--- src/rtl/uart_tx_rx_massiv.sv ---
`default_nettype none
// ============================================================================
//  Module   : uart_tx_rx_massiv
//  Purpose  : Full-duplex UART endpoint. TX sends an array of packs
//             back-to-back on one launch; RX collects received packs into
//             a buffer and counts the good packs and the rejected frames.
//  Ports    : IN_CLOCK / IN_RESET_N    clock, async active-low reset
//             IN_TX_DATA_MASSIV        TX packs, pack 0 in the LSBs, sent first
//             IN_TX_NUMBER_OF_PACKS_TO_SEND  packs per launch (clamped to depth)
//             IN_TX_LAUNCH             rising-edge start request
//             OUT_TX_ACTIVE / OUT_TX_DONE    burst busy / one-cycle end pulse
//             IN_RX_CLEAR_BUFFER       level clear of RX buffer, count, errors
//             OUT_RX_DATA_MASSIV       received packs, first received in LSBs
//             OUT_RX_ERROR             saturating count of rejected frames
//             OUT_RX_NUM_OF_DATA_PACKS_READY  valid packs in the buffer
//             TX_PORT / RX_PORT        serial line out (idle high) / in
//  Revision : 1.0  initial release
// ============================================================================
module uart_tx_rx_massiv #(
  parameter int UART_BAUD_RATE           = 9600,
  parameter int CLOCK_FREQUENCY          = 38400,
  parameter int PARITY                   = 1,
  parameter int NUM_OF_DATA_BITS_IN_PACK = 8,
  parameter int NUMBER_STOP_BITS         = 1,
  parameter int TX_MASSIV_DEEP           = 2,
  parameter int RX_MASSIV_DEEP           = 2,
  parameter int TX_MASSIV_DEEP_LOG_2     = $clog2(TX_MASSIV_DEEP),
  parameter int RX_MASSIV_DEEP_LOG_2     = $clog2(RX_MASSIV_DEEP)
) (
  input  logic                                               IN_CLOCK,
  input  logic                                               IN_RESET_N,
  input  logic [NUM_OF_DATA_BITS_IN_PACK*TX_MASSIV_DEEP-1:0] IN_TX_DATA_MASSIV,
  input  logic [TX_MASSIV_DEEP_LOG_2:0]                      IN_TX_NUMBER_OF_PACKS_TO_SEND,
  input  logic                                               IN_TX_LAUNCH,
  output logic                                               OUT_TX_ACTIVE,
  output logic                                               OUT_TX_DONE,
  input  logic                                               IN_RX_CLEAR_BUFFER,
  output logic [NUM_OF_DATA_BITS_IN_PACK*RX_MASSIV_DEEP-1:0] OUT_RX_DATA_MASSIV,
  output logic [RX_MASSIV_DEEP_LOG_2:0]                      OUT_RX_ERROR,
  output logic [RX_MASSIV_DEEP_LOG_2:0]                      OUT_RX_NUM_OF_DATA_PACKS_READY,
  output logic                                               TX_PORT,
  input  logic                                               RX_PORT
);

  localparam int N   = NUM_OF_DATA_BITS_IN_PACK;
  localparam int CPB = CLOCK_FREQUENCY / UART_BAUD_RATE;
  localparam int CKW = $clog2(CPB);
  localparam int TCW = TX_MASSIV_DEEP_LOG_2 + 1;
  localparam int RCW = RX_MASSIV_DEEP_LOG_2 + 1;

  localparam logic [CKW-1:0] c_bit_last  = CKW'(CPB - 1);
  localparam logic [CKW-1:0] c_bit_half  = CKW'(CPB / 2 - 1);
  localparam logic [3:0]     c_data_last = 4'(N - 1);
  localparam logic [3:0]     c_stop_last = 4'(NUMBER_STOP_BITS - 1);
  localparam logic           c_odd       = (PARITY == 2);

  // --------------------------------------------------------------------------
  // Transmitter
  // --------------------------------------------------------------------------
  typedef enum logic [2:0] {
    TX_IDLE, TX_START, TX_DATA, TX_PARITY, TX_STOP, TX_DONE
  } tx_state_t;

  tx_state_t          r_tx_state, w_tx_state_next;
  logic               r_tx_launch_d;
  logic [N*TX_MASSIV_DEEP-1:0] r_tx_data;   // current pack always in the LSBs
  logic [N-1:0]       r_tx_shift;
  logic [TCW-1:0]     r_tx_packs, r_tx_idx;
  logic [CKW-1:0]     r_tx_clk;
  logic [3:0]         r_tx_bit;

  logic               w_tx_launch, w_tx_bit_end, w_tx_last_pack, w_tx_par;
  logic [TCW-1:0]     w_tx_packs_clamped;

  assign w_tx_launch        = IN_TX_LAUNCH & ~r_tx_launch_d & (r_tx_state == TX_IDLE);
  assign w_tx_packs_clamped = (IN_TX_NUMBER_OF_PACKS_TO_SEND > TCW'(TX_MASSIV_DEEP)) ?
                              TCW'(TX_MASSIV_DEEP) : IN_TX_NUMBER_OF_PACKS_TO_SEND;
  assign w_tx_bit_end       = (r_tx_clk == c_bit_last);
  assign w_tx_last_pack     = (r_tx_idx == r_tx_packs - TCW'(1));
  assign w_tx_par           = (^r_tx_data[N-1:0]) ^ c_odd;

  always_ff @(posedge IN_CLOCK or negedge IN_RESET_N) begin
    if (!IN_RESET_N) r_tx_state <= TX_IDLE;
    else             r_tx_state <= w_tx_state_next;
  end

  always_comb begin
    w_tx_state_next = r_tx_state;
    TX_PORT         = 1'b1;
    OUT_TX_ACTIVE   = 1'b0;
    OUT_TX_DONE     = 1'b0;
    case (r_tx_state)
      TX_IDLE: begin
        if (w_tx_launch)
          w_tx_state_next = (w_tx_packs_clamped == '0) ? TX_DONE : TX_START;
      end
      TX_START: begin
        TX_PORT       = 1'b0;
        OUT_TX_ACTIVE = 1'b1;
        if (w_tx_bit_end) w_tx_state_next = TX_DATA;
      end
      TX_DATA: begin
        TX_PORT       = r_tx_shift[0];
        OUT_TX_ACTIVE = 1'b1;
        if (w_tx_bit_end && r_tx_bit == c_data_last)
          w_tx_state_next = (PARITY != 0) ? TX_PARITY : TX_STOP;
      end
      TX_PARITY: begin
        TX_PORT       = w_tx_par;
        OUT_TX_ACTIVE = 1'b1;
        if (w_tx_bit_end) w_tx_state_next = TX_STOP;
      end
      TX_STOP: begin
        OUT_TX_ACTIVE = 1'b1;
        if (w_tx_bit_end && r_tx_bit == c_stop_last)
          w_tx_state_next = w_tx_last_pack ? TX_DONE : TX_START;
      end
      TX_DONE: begin
        OUT_TX_DONE     = 1'b1;
        w_tx_state_next = TX_IDLE;
      end
      default: w_tx_state_next = TX_IDLE;
    endcase
  end

  always_ff @(posedge IN_CLOCK or negedge IN_RESET_N) begin
    if (!IN_RESET_N) begin
      r_tx_launch_d <= 1'b0;
      r_tx_data     <= '0;
      r_tx_shift    <= '0;
      r_tx_packs    <= '0;
      r_tx_idx      <= '0;
      r_tx_clk      <= '0;
      r_tx_bit      <= '0;
    end else begin
      r_tx_launch_d <= IN_TX_LAUNCH;
      if (w_tx_launch) begin
        r_tx_data  <= IN_TX_DATA_MASSIV;
        r_tx_packs <= w_tx_packs_clamped;
        r_tx_idx   <= '0;
      end
      // Bit timers restart on every state change so each bit gets CPB clocks.
      if (w_tx_state_next != r_tx_state || w_tx_bit_end)
        r_tx_clk <= '0;
      else if (r_tx_state != TX_IDLE && r_tx_state != TX_DONE)
        r_tx_clk <= r_tx_clk + CKW'(1);
      if (w_tx_state_next != r_tx_state) r_tx_bit <= '0;
      else if (w_tx_bit_end)             r_tx_bit <= r_tx_bit + 4'd1;
      if (r_tx_state == TX_START && w_tx_bit_end)
        r_tx_shift <= r_tx_data[N-1:0];
      else if (r_tx_state == TX_DATA && w_tx_bit_end)
        r_tx_shift <= r_tx_shift >> 1;
      // Advance to the next pack once its final stop bit has been sent.
      if (r_tx_state == TX_STOP && w_tx_bit_end && r_tx_bit == c_stop_last && !w_tx_last_pack) begin
        r_tx_data <= r_tx_data >> N;
        r_tx_idx  <= r_tx_idx + TCW'(1);
      end
    end
  end

  // --------------------------------------------------------------------------
  // Receiver
  // --------------------------------------------------------------------------
  typedef enum logic [2:0] {
    RX_IDLE, RX_START, RX_DATA, RX_PARITY, RX_STOP
  } rx_state_t;

  rx_state_t          r_rx_state, w_rx_state_next;
  logic               r_rx_meta, r_rx_sync, r_rx_sync_d;
  logic [CKW-1:0]     r_rx_clk;
  logic [3:0]         r_rx_bit;
  logic [N-1:0]       r_rx_shift;
  logic               r_rx_bad;
  logic [N*RX_MASSIV_DEEP-1:0] r_rx_buf;
  logic [RCW-1:0]     r_rx_cnt, r_rx_err;

  logic w_rx_fall, w_rx_half, w_rx_bit_end, w_rx_par_exp;
  logic w_rx_frame_end, w_rx_frame_ok, w_rx_frame_bad;

  assign w_rx_fall      = r_rx_sync_d & ~r_rx_sync;
  assign w_rx_half      = (r_rx_clk == c_bit_half);
  assign w_rx_bit_end   = (r_rx_clk == c_bit_last);
  assign w_rx_par_exp   = (^r_rx_shift) ^ c_odd;
  assign w_rx_frame_end = (r_rx_state == RX_STOP) && w_rx_bit_end && (r_rx_bit == c_stop_last);
  // The last stop bit is being sampled this cycle, so it is checked directly.
  assign w_rx_frame_ok  = w_rx_frame_end && !r_rx_bad && r_rx_sync;
  assign w_rx_frame_bad = w_rx_frame_end && !w_rx_frame_ok;

  always_ff @(posedge IN_CLOCK or negedge IN_RESET_N) begin
    if (!IN_RESET_N) r_rx_state <= RX_IDLE;
    else             r_rx_state <= w_rx_state_next;
  end

  always_comb begin
    w_rx_state_next = r_rx_state;
    case (r_rx_state)
      RX_IDLE:   if (w_rx_fall) w_rx_state_next = RX_START;
      // A start bit that is high again at mid-bit was a glitch.
      RX_START:  if (w_rx_half) w_rx_state_next = r_rx_sync ? RX_IDLE : RX_DATA;
      RX_DATA:   if (w_rx_bit_end && r_rx_bit == c_data_last)
                   w_rx_state_next = (PARITY != 0) ? RX_PARITY : RX_STOP;
      RX_PARITY: if (w_rx_bit_end) w_rx_state_next = RX_STOP;
      RX_STOP:   if (w_rx_frame_end) w_rx_state_next = RX_IDLE;
      default:   w_rx_state_next = RX_IDLE;
    endcase
  end

  always_ff @(posedge IN_CLOCK or negedge IN_RESET_N) begin
    if (!IN_RESET_N) begin
      r_rx_meta   <= 1'b1;
      r_rx_sync   <= 1'b1;
      r_rx_sync_d <= 1'b1;
      r_rx_clk    <= '0;
      r_rx_bit    <= '0;
      r_rx_shift  <= '0;
      r_rx_bad    <= 1'b0;
    end else begin
      r_rx_meta   <= RX_PORT;
      r_rx_sync   <= r_rx_meta;
      r_rx_sync_d <= r_rx_sync;
      // After the mid-start check, full-bit intervals land on later mid-bits.
      if (w_rx_state_next != r_rx_state || w_rx_bit_end)
        r_rx_clk <= '0;
      else if (r_rx_state != RX_IDLE)
        r_rx_clk <= r_rx_clk + CKW'(1);
      if (w_rx_state_next != r_rx_state) r_rx_bit <= '0;
      else if (w_rx_bit_end)             r_rx_bit <= r_rx_bit + 4'd1;
      if (r_rx_state == RX_DATA && w_rx_bit_end)
        r_rx_shift <= {r_rx_sync, r_rx_shift[N-1:1]};
      if (r_rx_state == RX_IDLE)
        r_rx_bad <= 1'b0;
      else if (r_rx_state == RX_PARITY && w_rx_bit_end && r_rx_sync != w_rx_par_exp)
        r_rx_bad <= 1'b1;
      else if (r_rx_state == RX_STOP && w_rx_bit_end && !r_rx_sync)
        r_rx_bad <= 1'b1;
    end
  end

  always_ff @(posedge IN_CLOCK or negedge IN_RESET_N) begin
    if (!IN_RESET_N) begin
      r_rx_buf <= '0;
      r_rx_cnt <= '0;
      r_rx_err <= '0;
    end else if (IN_RX_CLEAR_BUFFER) begin
      r_rx_buf <= '0;
      r_rx_cnt <= '0;
      r_rx_err <= '0;
    end else begin
      if (w_rx_frame_ok && r_rx_cnt != RCW'(RX_MASSIV_DEEP)) begin
        for (int k = 0; k < RX_MASSIV_DEEP; k++)
          if (r_rx_cnt == RCW'(k)) r_rx_buf[k*N +: N] <= r_rx_shift;
        r_rx_cnt <= r_rx_cnt + RCW'(1);
      end
      if (w_rx_frame_bad && r_rx_err != '1)
        r_rx_err <= r_rx_err + RCW'(1);
    end
  end

  assign OUT_RX_DATA_MASSIV             = r_rx_buf;
  assign OUT_RX_ERROR                   = r_rx_err;
  assign OUT_RX_NUM_OF_DATA_PACKS_READY = r_rx_cnt;

endmodule
`default_nettype wire

--- config.mk ---
export PLATFORM = sky130hd
export DESIGN_NAME = uart_tx_rx_massiv
export DESIGN_NICKNAME = d
export VERILOG_FILES = /design/src/rtl/uart_tx_rx_massiv.sv
export SDC_FILE = /design/constraint.sdc
export NUM_CORES = 1
export LEC_CHECK = 0
export ABC_AREA = 1
export ABC_CLOCK_PERIOD_IN_PS = 2350
export CAP_MARGIN = 20
export CELL_PAD_IN_SITES_DETAIL_PLACEMENT = 0
export CELL_PAD_IN_SITES_GLOBAL_PLACEMENT = 2
export CORE_MARGIN = 8
export CORE_UTILIZATION = 36
export CTS_CLUSTER_SIZE = 10
export DETAILED_ROUTE_END_ITERATION = 10
export PLACE_DENSITY_LB_ADDON = 0.1
export SETUP_SLACK_MARGIN = 0.4
export SLEW_MARGIN = 20
export SYNTH_ARGS = -nofsm -noshare
export SYNTH_HDL_FRONTEND = slang
export SYNTH_SLANG_ARGS = --single-unit
export TNS_END_PERCENT = 30
--- constraint.sdc ---
create_clock -name IN_CLOCK -period 2.35 [get_ports IN_CLOCK]
set_clock_uncertainty 0.05 [all_clocks]
set_input_delay 0.47 -clock IN_CLOCK [delete_from_list [all_inputs] [get_ports IN_CLOCK]]
set_output_delay 0.47 -clock IN_CLOCK [all_outputs]
set_load 0.05 [all_outputs]
==> results of run 1 <==
## power breakdown
part           leakage, nW  internal, mW  total [mW]  switching, mW
combinational         1.40         0.706        1.77           1.06
clock                0.145         0.814        1.38          0.561
sequential            1.04          1.66        1.87          0.215
## stage by stage
stage               std cells  worst slack, ns
floorplan                 502            0.436
global placement          681            0.407
detailed placement        681            0.347
CTS                       698            0.186
global route              700            0.159
finish                    700            0.252
## worst paths after layout
path | end | from
min in group IN_CLOCK | r_rx_sync | r_rx_meta
hold / removal | r_tx_packs[0] | IN_RESET_N
hold reg to reg | r_rx_sync | r_rx_meta
max in group asynchronous | r_rx_state[1] | IN_RESET_N
setup / recovery | TX_PORT | r_tx_data[5]
setup reg to reg | OUT_RX_DATA_MASSIV[7] | r_rx_clk[0]
## synth_stat cells (2+ instances only)
cell / count / share of area, %
nand3_2: 6 / 1.5
buf_2: 5 / 0.62
inv_1: 63 / 5.8
dfstp_2: 3 / 1.9
nor3_1: 3 / 0.37
ha_1: 11 / 3.4
xnor2_1: 8 / 1.7
buf_4: 2 / 0.37
o211ai_1: 8 / 1.5
o21ai_0: 23 / 2.8
nand2_1: 118 / 11
nor2_2: 6 / 0.93
nand2_2: 3 / 0.46
o21ai_1: 3 / 0.37
nor3_2: 2 / 0.49
clkbuf_1: 4 / 0.37
a21oi_1: 16 / 2.0
nor2_1: 55 / 5.1
o22ai_1: 9 / 1.4
nand4_1: 5 / 0.77
inv_2: 12 / 1.1
a31oi_1: 2 / 0.31
o21ai_2: 2 / 0.43
xor2_1: 6 / 1.3
dfrtp_1: 76 / 47
nand3_1: 41 / 5.1
## area by class of cell
type	count	share of cell area, %
repair buffers	55	10.9
multi-input cells	336	35.2
flip-flops and latches	79	39.1
inverters	75	5.66
clock buffers	9	4.45
clock inverters	6	1.23
well taps	140	3.46
## registers in the layout, indices dropped and copies added, names as in the netlist
signal and flops:
r_rx_bit 4, r_tx_idx 2, r_tx_packs 2, r_rx_bad 1, r_tx_clk 2, r_tx_state 3
r_tx_data 16, r_tx_launch_d 1, r_rx_state 3, OUT_RX_ERROR 2, r_rx_shift 8, OUT_RX_DATA_MASSIV 16
r_tx_shift 8, r_rx_sync 1, OUT_RX_NUM_OF_DATA_PACKS_READY 2, r_rx_meta 1, r_tx_bit 4, r_rx_clk 2
r_rx_sync_d 1
## routing by layer
layer | up-vias | GRT usage [%]
met2 | 51 | 19.7
li1 | 1704 | -
met1 | 1541 | 17.9
met5 | - | 0
met4 | 0 | 3.43
met3 | 8 | 5.74
## critical path: stages, from the launching register on
cell	delay, ns
dfrtp_1	0.39
xnor2_1	0.21
xnor2_1	0.17
a21boi_1	0.09
o21ai_1	0.10
nand3_2	0.11
buf_12	0.16
## kinds of logic (layout without fill, tap and decap cells)
kind of cell    after synthesis  in the layout  synth area share [%]
buf+inv                      87            145                  8.58
fa+ha+maj                    11             11                  3.40
compound gates               67             67                  9.54
flops                        79             79                  48.9
simple gates                244            244                  26.6
xor+xnor                     14             14                  3.02
## what timing repair did
item / 4_1_cts / 5_1_grt
gates cloned: 0 / 0
hold buffers: 0 / 0
buffers inserted: 2 / 2
endpoints found under the setup margin: 23 / 50
pin swaps: 5 / 4
resized for setup: 7 / 21
==> results.ini, run 1 <==
[die]
std_cell_rows=38
start_util_pct=37.1
design.die.area_sq_um=14900
dieHeight_um=122
placeableCoreArea_sq_um=10900
chipWidth_um=122
io-pin-count=46

[routing]
dr.pass1.iters=4
detail_route.wirelength.met1_mm=4.70
detailroute.wirelength.met2_mm=4.03
dr.max_layer_used=met4
route.detailed.drc=0
routed-wl-met3_um=467
detailroute.via_count=3304
detailedRoute.firstIterationViolations=180
detail_route.wl_per_cell_um=13.3
routed_antenna_nets=0
routed_wl_mm=9.30
post_drt_via_cell_ratio=4.72

[cells_and_area]
final_cell_area_sq_um=5070
layout.nets=590
area_delta_synth_final_pct=25.0
multiInputGateArea_sq_um=1780
insertedDiodeCount=0
mostFrequentLayoutCell=nand2_1
num-fill-cells=1115
drive_above_1_share_pct=12.9
finalCoreUtilization_pct=46.3
most-common-layout-cells=117 x nand2_1, 74 x dfrtp_1, 63 x inv_1, 55 x nor2_1, 40 x nand3_1
regArea_sq_um=1980

[yosys]
ys_async_sr_fraction_pct=100
yosysSeqAreaShare_pct=48.9
postSynthCellCount=502
synthesis.yosys.warnings=0
synth.net_count=536
synth_enable_flop_cells=0
synth_seq_cells=79
syn_avg_cell_area_sq_um=8.08
synth_area_sq_um=4050
synth-main-ff-cell=dfrtp_1
synth_cell_types=36

[pwr]
power_leakage_nw=2.59
power.density_cell_area_nw_per_um2=991
ir_drop_v=0.000534
report.power.total_mw=5.02

[clocking]
clkSinkCount=79
cts_tree=built
cts_buffers=9
h-tree-depth=3
clock_latency_ns=0.34
clkSlewWorstSetupHoldPaths_ns=0.06
cts_root_buffer=clkbuf_16
cts-root-to-sink-buffers=2

[setup_path]
critical_path.startpoint_type=flip-flop
critPathCaptureType=output port
critical_path_fanout_max=2
timing_worst_setup_path_type=reg -> out
r2r_setup_slack_ns=0.53
worstPathRequired_ns=1.83
crit_path_dat_ns=1.58
r2r_cells=9

[grt]
grt_usage_pct=13.5
grt_first_pass_wirelength_mm=15.9
largest_net_degree_at_the_start_of_global_routing=42
grt.overflow.total=0
number_of_global_route_vias_before_repair=3297
antenna_found_initial=0

[timing]
final-setup-viol-count=0
grt_setup_unrepaired=yes
timing.final.max_slew_violations=0
clock_period_minus_worst_slack_ns=2.10
whs_ns=0.0795
tightest_slew_ns=0.570
timing.fmax_mhz=477
post-route-period-util_pct=89.3
totalNegativeSetupSlack_ns=0
timing.slew.headroom_pct=62.0
finalHoldViolCount=0

[job]
max-cap-violations=0

[place]
place_area_sq_um=4670
global_placement_routability_congestion=0.769
buffer_ports.inserted=45
dp_hpwl_mm=6.63

[run_status]
outcome=complete, no violations

[hold_path]
min-delay-path-class=in -> async

(Power assumes the default switching activity.)
==> run 2, diff against run 1 <==
- RECOVER_POWER: not set -> 50
==> results.ini, run 2 (synthesis gave the netlist of run 1 again) <==
[timing]
tightest_slew_ns=1.07  ; +0.505 ns
timing.slew.headroom_pct=28.4  ; -34 points
totalNegativeSetupSlack_ns=0  ; unchanged
finalHoldViolCount=0  ; unchanged
grt_setup_unrepaired=yes
final-setup-viol-count=0  ; unchanged
timing.final.max_slew_violations=0  ; unchanged
clock_period_minus_worst_slack_ns=2.10  ; -0.000219 ns
post-route-period-util_pct=89.3  ; about the same
timing.fmax_mhz=477  ; about the same

[cells_and_area]
mostFrequentLayoutCell=nand2_1
num-fill-cells=1118  ; +0.27%
finalCoreUtilization_pct=46.1  ; -0.22 points
most-common-layout-cells=118 x nand2_1, 74 x dfrtp_1, 64 x inv_1, 55 x nor2_1, 40 x nand3_1
insertedDiodeCount=0  ; unchanged
layout.nets=590  ; unchanged
area_delta_synth_final_pct=24.4
drive_above_1_share_pct=12.1  ; -0.71 points

[job]
max-cap-violations=0  ; unchanged

[routing]
detailedRoute.firstIterationViolations=179  ; -0.56%
detail_route.wl_per_cell_um=13.2  ; -0.53%
post_drt_via_cell_ratio=4.71  ; -0.24%
routed_wl_mm=9.25  ; -0.53%
route.detailed.drc=0  ; unchanged
routed_antenna_nets=0  ; unchanged
detailroute.via_count=3296  ; -0.24%
dr.pass1.iters=4  ; unchanged

[place]
global_placement_routability_congestion=0.769  ; unchanged
buffer_ports.inserted=45  ; unchanged
dp_hpwl_mm=6.63  ; unchanged

[setup_path]
critical_path.startpoint_type=flip-flop
timing_worst_setup_path_type=reg -> out
critical_path_fanout_max=2  ; unchanged
r2r-end=OUT_RX_DATA_MASSIV[7]
rr_startpoint=r_rx_clk[0]
worstPathRequired_ns=1.83  ; about the same
r2r_cells=9  ; unchanged
crit_path_dat_ns=1.58  ; about the same
r2r_setup_slack_ns=0.53  ; about the same
critPathCaptureType=output port
timing.critical_path.from=r_tx_data[5]

[die]
start_util_pct=37.1  ; unchanged
dieHeight_um=122  ; unchanged
placeableCoreArea_sq_um=10900  ; unchanged
design.die.area_sq_um=14900  ; unchanged
chipWidth_um=122  ; unchanged
io-pin-count=46  ; unchanged
std_cell_rows=38  ; unchanged

[clocking]
clock_latency_ns=0.34  ; about the same
h-tree-depth=3  ; unchanged
cts_tree=built
cts_buffers=9  ; unchanged
cts_root_buffer=clkbuf_16
cts-root-to-sink-buffers=2  ; unchanged
clkSinkCount=79  ; unchanged
clkSlewWorstSetupHoldPaths_ns=0.06  ; about the same

[grt]
grt_first_pass_wirelength_mm=15.9  ; unchanged
antenna_found_initial=0  ; unchanged
grt_usage_pct=13.5  ; unchanged
largest_net_degree_at_the_start_of_global_routing=42  ; unchanged
number_of_global_route_vias_before_repair=3297  ; unchanged
grt.overflow.total=0  ; unchanged

[pwr]
power_leakage_nw=2.58  ; -0.36%
power.density_cell_area_nw_per_um2=992  ; +0.18%
ir_drop_v=0.000535  ; +0.13%

[run_status]
outcome=complete, no violations

[hold_path]
min-delay-path-class=in -> async

run 2: power breakdown:
group	switching, mW	total, mW	internal [mW]	leakage, nW
clock network	0.556	1.37	0.814	0.145
logic	1.06	1.76	0.699	1.39
registers	0.214	1.87	1.66	1.04
run 2: worst max-delay path: stages, from the launching register on:
cell	delay, ns
dfrtp_1	0.39
xnor2_1	0.21
xnor2_1	0.17
a21boi_1	0.09
o21ai_1	0.10
nand3_2	0.11
buf_12	0.16
run 2: worst max path at each step:
stage,end,slack (ns),cells past startpoint
2_1_floorplan,OUT_RX_DATA_MASSIV[0],0.44,7
3_3_place_gp,r_tx_data[14],0.41,8
3_5_place_dp,r_tx_data[11],0.35,8
4_1_cts,TX_PORT,0.19,6
5_1_grt,TX_PORT,0.16,6
6_report,TX_PORT,0.25,6
run 2: final cells by class:
type / instances / area [sq um] / share of cell area [%]
clock buffer: 9 / 225 / 4.47
clock inverter: 6 / 62.6 / 1.24
inverter: 75 / 287 / 5.68
multi-input combinational: 336 / 1780 / 35.3
sequential: 79 / 1980 / 39.3
tap: 140 / 175 / 3.47
timing repair buffer: 55 / 529 / 10.5
run 2: what timing repair did:
action                     CTS  global route
gates resized for setup      7            21
pin swaps                    5             4
buffers inserted             2             2
setup endpoints to repair   23            50
hold buffers                 0             0
run 2: layer usage:
| metal | part of all wire (%) | GRT usage [%] | vias up |
|---|---|---|---|
| li1 | - | - | 1707 |
| met1 | 50 | 17.9 | 1529 |
| met2 | 44 | 19.7 | 54 |
| met3 | 4.9 | 5.74 | 6 |
| met4 | 0.94 | 3.43 | 0 |
| met5 | 0 | 0 | - |
run 2: stage by stage:
stage | hold WS (ns) | worst slack [ns] | power (mW) | instance area (sq um) | instances
global route | 0.315 | 0.159 | 5.39 | 5040 | 700
detailed placement | 0.303 | 0.347 | 3.55 | 4670 | 681
CTS | 0.0991 | 0.186 | 5.00 | 4980 | 698
floorplan | 0.124 | 0.436 | 3.10 | 4050 | 502
global placement | 0.298 | 0.407 | 3.52 | 4670 | 681
finish | 0.279 | 0.253 | 5.00 | 5040 | 700
==> patch (flow settings as in run 1) <==
`TX_MASSIV_DEEP`: 2 -> 4.
--- a/src/rtl/uart_tx_rx_massiv.sv
+++ b/src/rtl/uart_tx_rx_massiv.sv
@@ -23,5 +23,5 @@
   parameter int NUM_OF_DATA_BITS_IN_PACK = 8,
   parameter int NUMBER_STOP_BITS         = 1,
-  parameter int TX_MASSIV_DEEP           = 2,
+  parameter int TX_MASSIV_DEEP           = 4,
   parameter int RX_MASSIV_DEEP           = 2,
   parameter int TX_MASSIV_DEEP_LOG_2     = $clog2(TX_MASSIV_DEEP),
Interface: changed (resized IN_TX_DATA_MASSIV and IN_TX_NUMBER_OF_PACKS_TO_SEND); port bits go from 46 to 63. The function was not compared with the original's and may differ.
==> patch against run 1 <==
Critical path depth did not move; area after synthesis rose by 18%; final area rose by 19%; total power rose by 27%; critical endpoint unchanged; setup slack got worse by 0.017 ns; highest routed layer unchanged; routed wire length rose by 19%; sequential cell count rose by 18.
==> patch: results (changes against run 1) <==
placed cells=787 (+16%); # nets final=683 (+16%); Rel. slew slack=65.5% (+3.5 points); largest net degree at the start of global routing=38 (-9.5%); crit-path max FO=2 (unchanged); initial antenna violation count=0 (unchanged); Worst-path clk slew=0.06 ns (about the same); Leak Pwr=0.00294 uW (+14%); Tot GR Track Use=13.4% (-0.069 points); GP Congestion=0.762 (-0.92%); via count=3871 (+17%); CP arrival=approximately 1.6 ns; r2r endpoint=OUT_RX_DATA_MASSIV[0]; HPWL Detailed=7700 um (+16%); status=finished clean; HP Class=in -> async; Synth area leaders=dfrtp_1, nand3_1, nand2_1, inv_1, ha_1; drt first-iter violations=215 (+19%); Syn Nets=610 (+14%); area post-placement=5630 um^2 (+20%); H-tree Lvls=3 (unchanged); first-pass GRT wire length=19400 um (+22%); r2r worst-path depth=9 (unchanged); yosys warns=0 (unchanged); Post-synth EDFFs=0 (unchanged); worst reg2reg path startpoint=r_rx_clk[0]; Async S/R FF share, synth=100% (unchanged); clk_lat worst skew=0.34 ns (about the same); via density per instance=4.77 (+1.1%); worst hold slack=0.0473 ns (-0.0322 ns); Worst R2R Setup Slack=0.52 ns; Seq/Total Area, Yosys=50.7% (+1.8 points); Place WS=0.436 ns (+0.0886 ns); CTS buffer count=9 (unchanged); Buffers on Ports=62 (+38%); largest reg by FF count=r_tx_data; synth unique cells=35 (-2.8%); antenna cells=0 (unchanged); vias in the first global route=3981 (+21%); synthesized instance count=557 (+11%); WL final=11000 um (+19%); top cells by count, synth=nand2_1, nand3_1, dfrtp_1, inv_1, nor2_1; maximum vdd drop=0.000404 V (-24%); drt pass-1 iters=4 (unchanged); maximum root-to-sink buffer count=2 (unchanged); share of layout cells above drive strength 1=10.9% (-2.0 points); Clock Tree Root=clkbuf_16; Largest register FFs=32
patch: per-stage QoR:
| step | power, uW | utilization [%] |
|---|---|---|
| after global routing | 6910 | 45.8 |
| after global placement | 4820 | 42.8 |
| final | 6390 | 45.8 |
| after detailed placement | 4880 | 42.8 |
| after CTS | 6480 | 45.5 |
| after floorplan | 4160 | - |
patch: critical path, stage by stage (launching register included):
cell and delay (ns):
dfrtp_1 0.43, xnor2_2 0.15, xnor2_1 0.14, xnor2_1 0.21, nand2_1 0.09, nand2_2 0.10
buf_12 0.14
patch: cell type report:
| cell class | instances | area, um^2 |
|---|---|---|
| sequential | 97 | 2430 |
| inverter | 56 | 215 |
| tap | 176 | 220 |
| clock inverter | 2 | 37.5 |
| multi-input combinational | 385 | 2050 |
| timing repair buffer | 81 | 807 |
| fill | 1343 | 7120 |
| clock buffer | 14 | 254 |
patch: worst max-delay path by stage:
stage / startpoint / to / slack [ns] / depth (start not counted)
4_1_cts: r_tx_data[7] / TX_PORT / 0.20 / 6
3_5_place_dp: r_tx_state[2] / TX_PORT / 0.44 / 6
2_1_floorplan: r_tx_state[2] / TX_PORT / 0.51 / 5
5_1_grt: r_tx_data[7] / TX_PORT / 0.16 / 6
6_report: r_tx_data[0] / TX_PORT / 0.24 / 6
3_3_place_gp: r_tx_state[2] / TX_PORT / 0.42 / 6
patch: repair_timing:
| item | CTS | global route |
|---|---|---|
| setup endpoints to repair | 22 | 73 |
| setup buffers | 6 | 2 |
| endpoints found under the hold margin | 0 | 0 |
| gates resized for setup | 8 | 13 |
| pin swaps | 5 | 0 |
| hold buffers | 0 | 0 |
patch: cell families (layout without fill, tap and decap cells):
group,after synthesis,in the layout,share of synthesized area [%]
flip-flops,97,97,50.7
buffers and inverters,75,153,7.06
adder cells (fa/ha/maj),13,13,3.39
AND/OR/NAND/NOR,284,284,26.1
AO/OA/AOI/OAI,62,62,7.95
multiplexers,2,2,0.469
XOR/XNOR,24,24,4.38
patch: per-layer routing:
metal | GRT usage (%) | up-vias | routed length, um
met5 | 0 | - | 0
met3 | 4.19 | 2 | 432
met2 | 22.9 | 61 | 5660
met4 | 3.06 | 0 | 51
met1 | 16.1 | 1839 | 4910
li1 | - | 1969 | -
patch: where the power goes:
group	leakage [uW]	switching, uW	internal [uW]
Clock	0.000137	603	857
Sequential	0.00126	368	2180
Combinational	0.00154	1360	1030
Total	0.00294	2330	4060
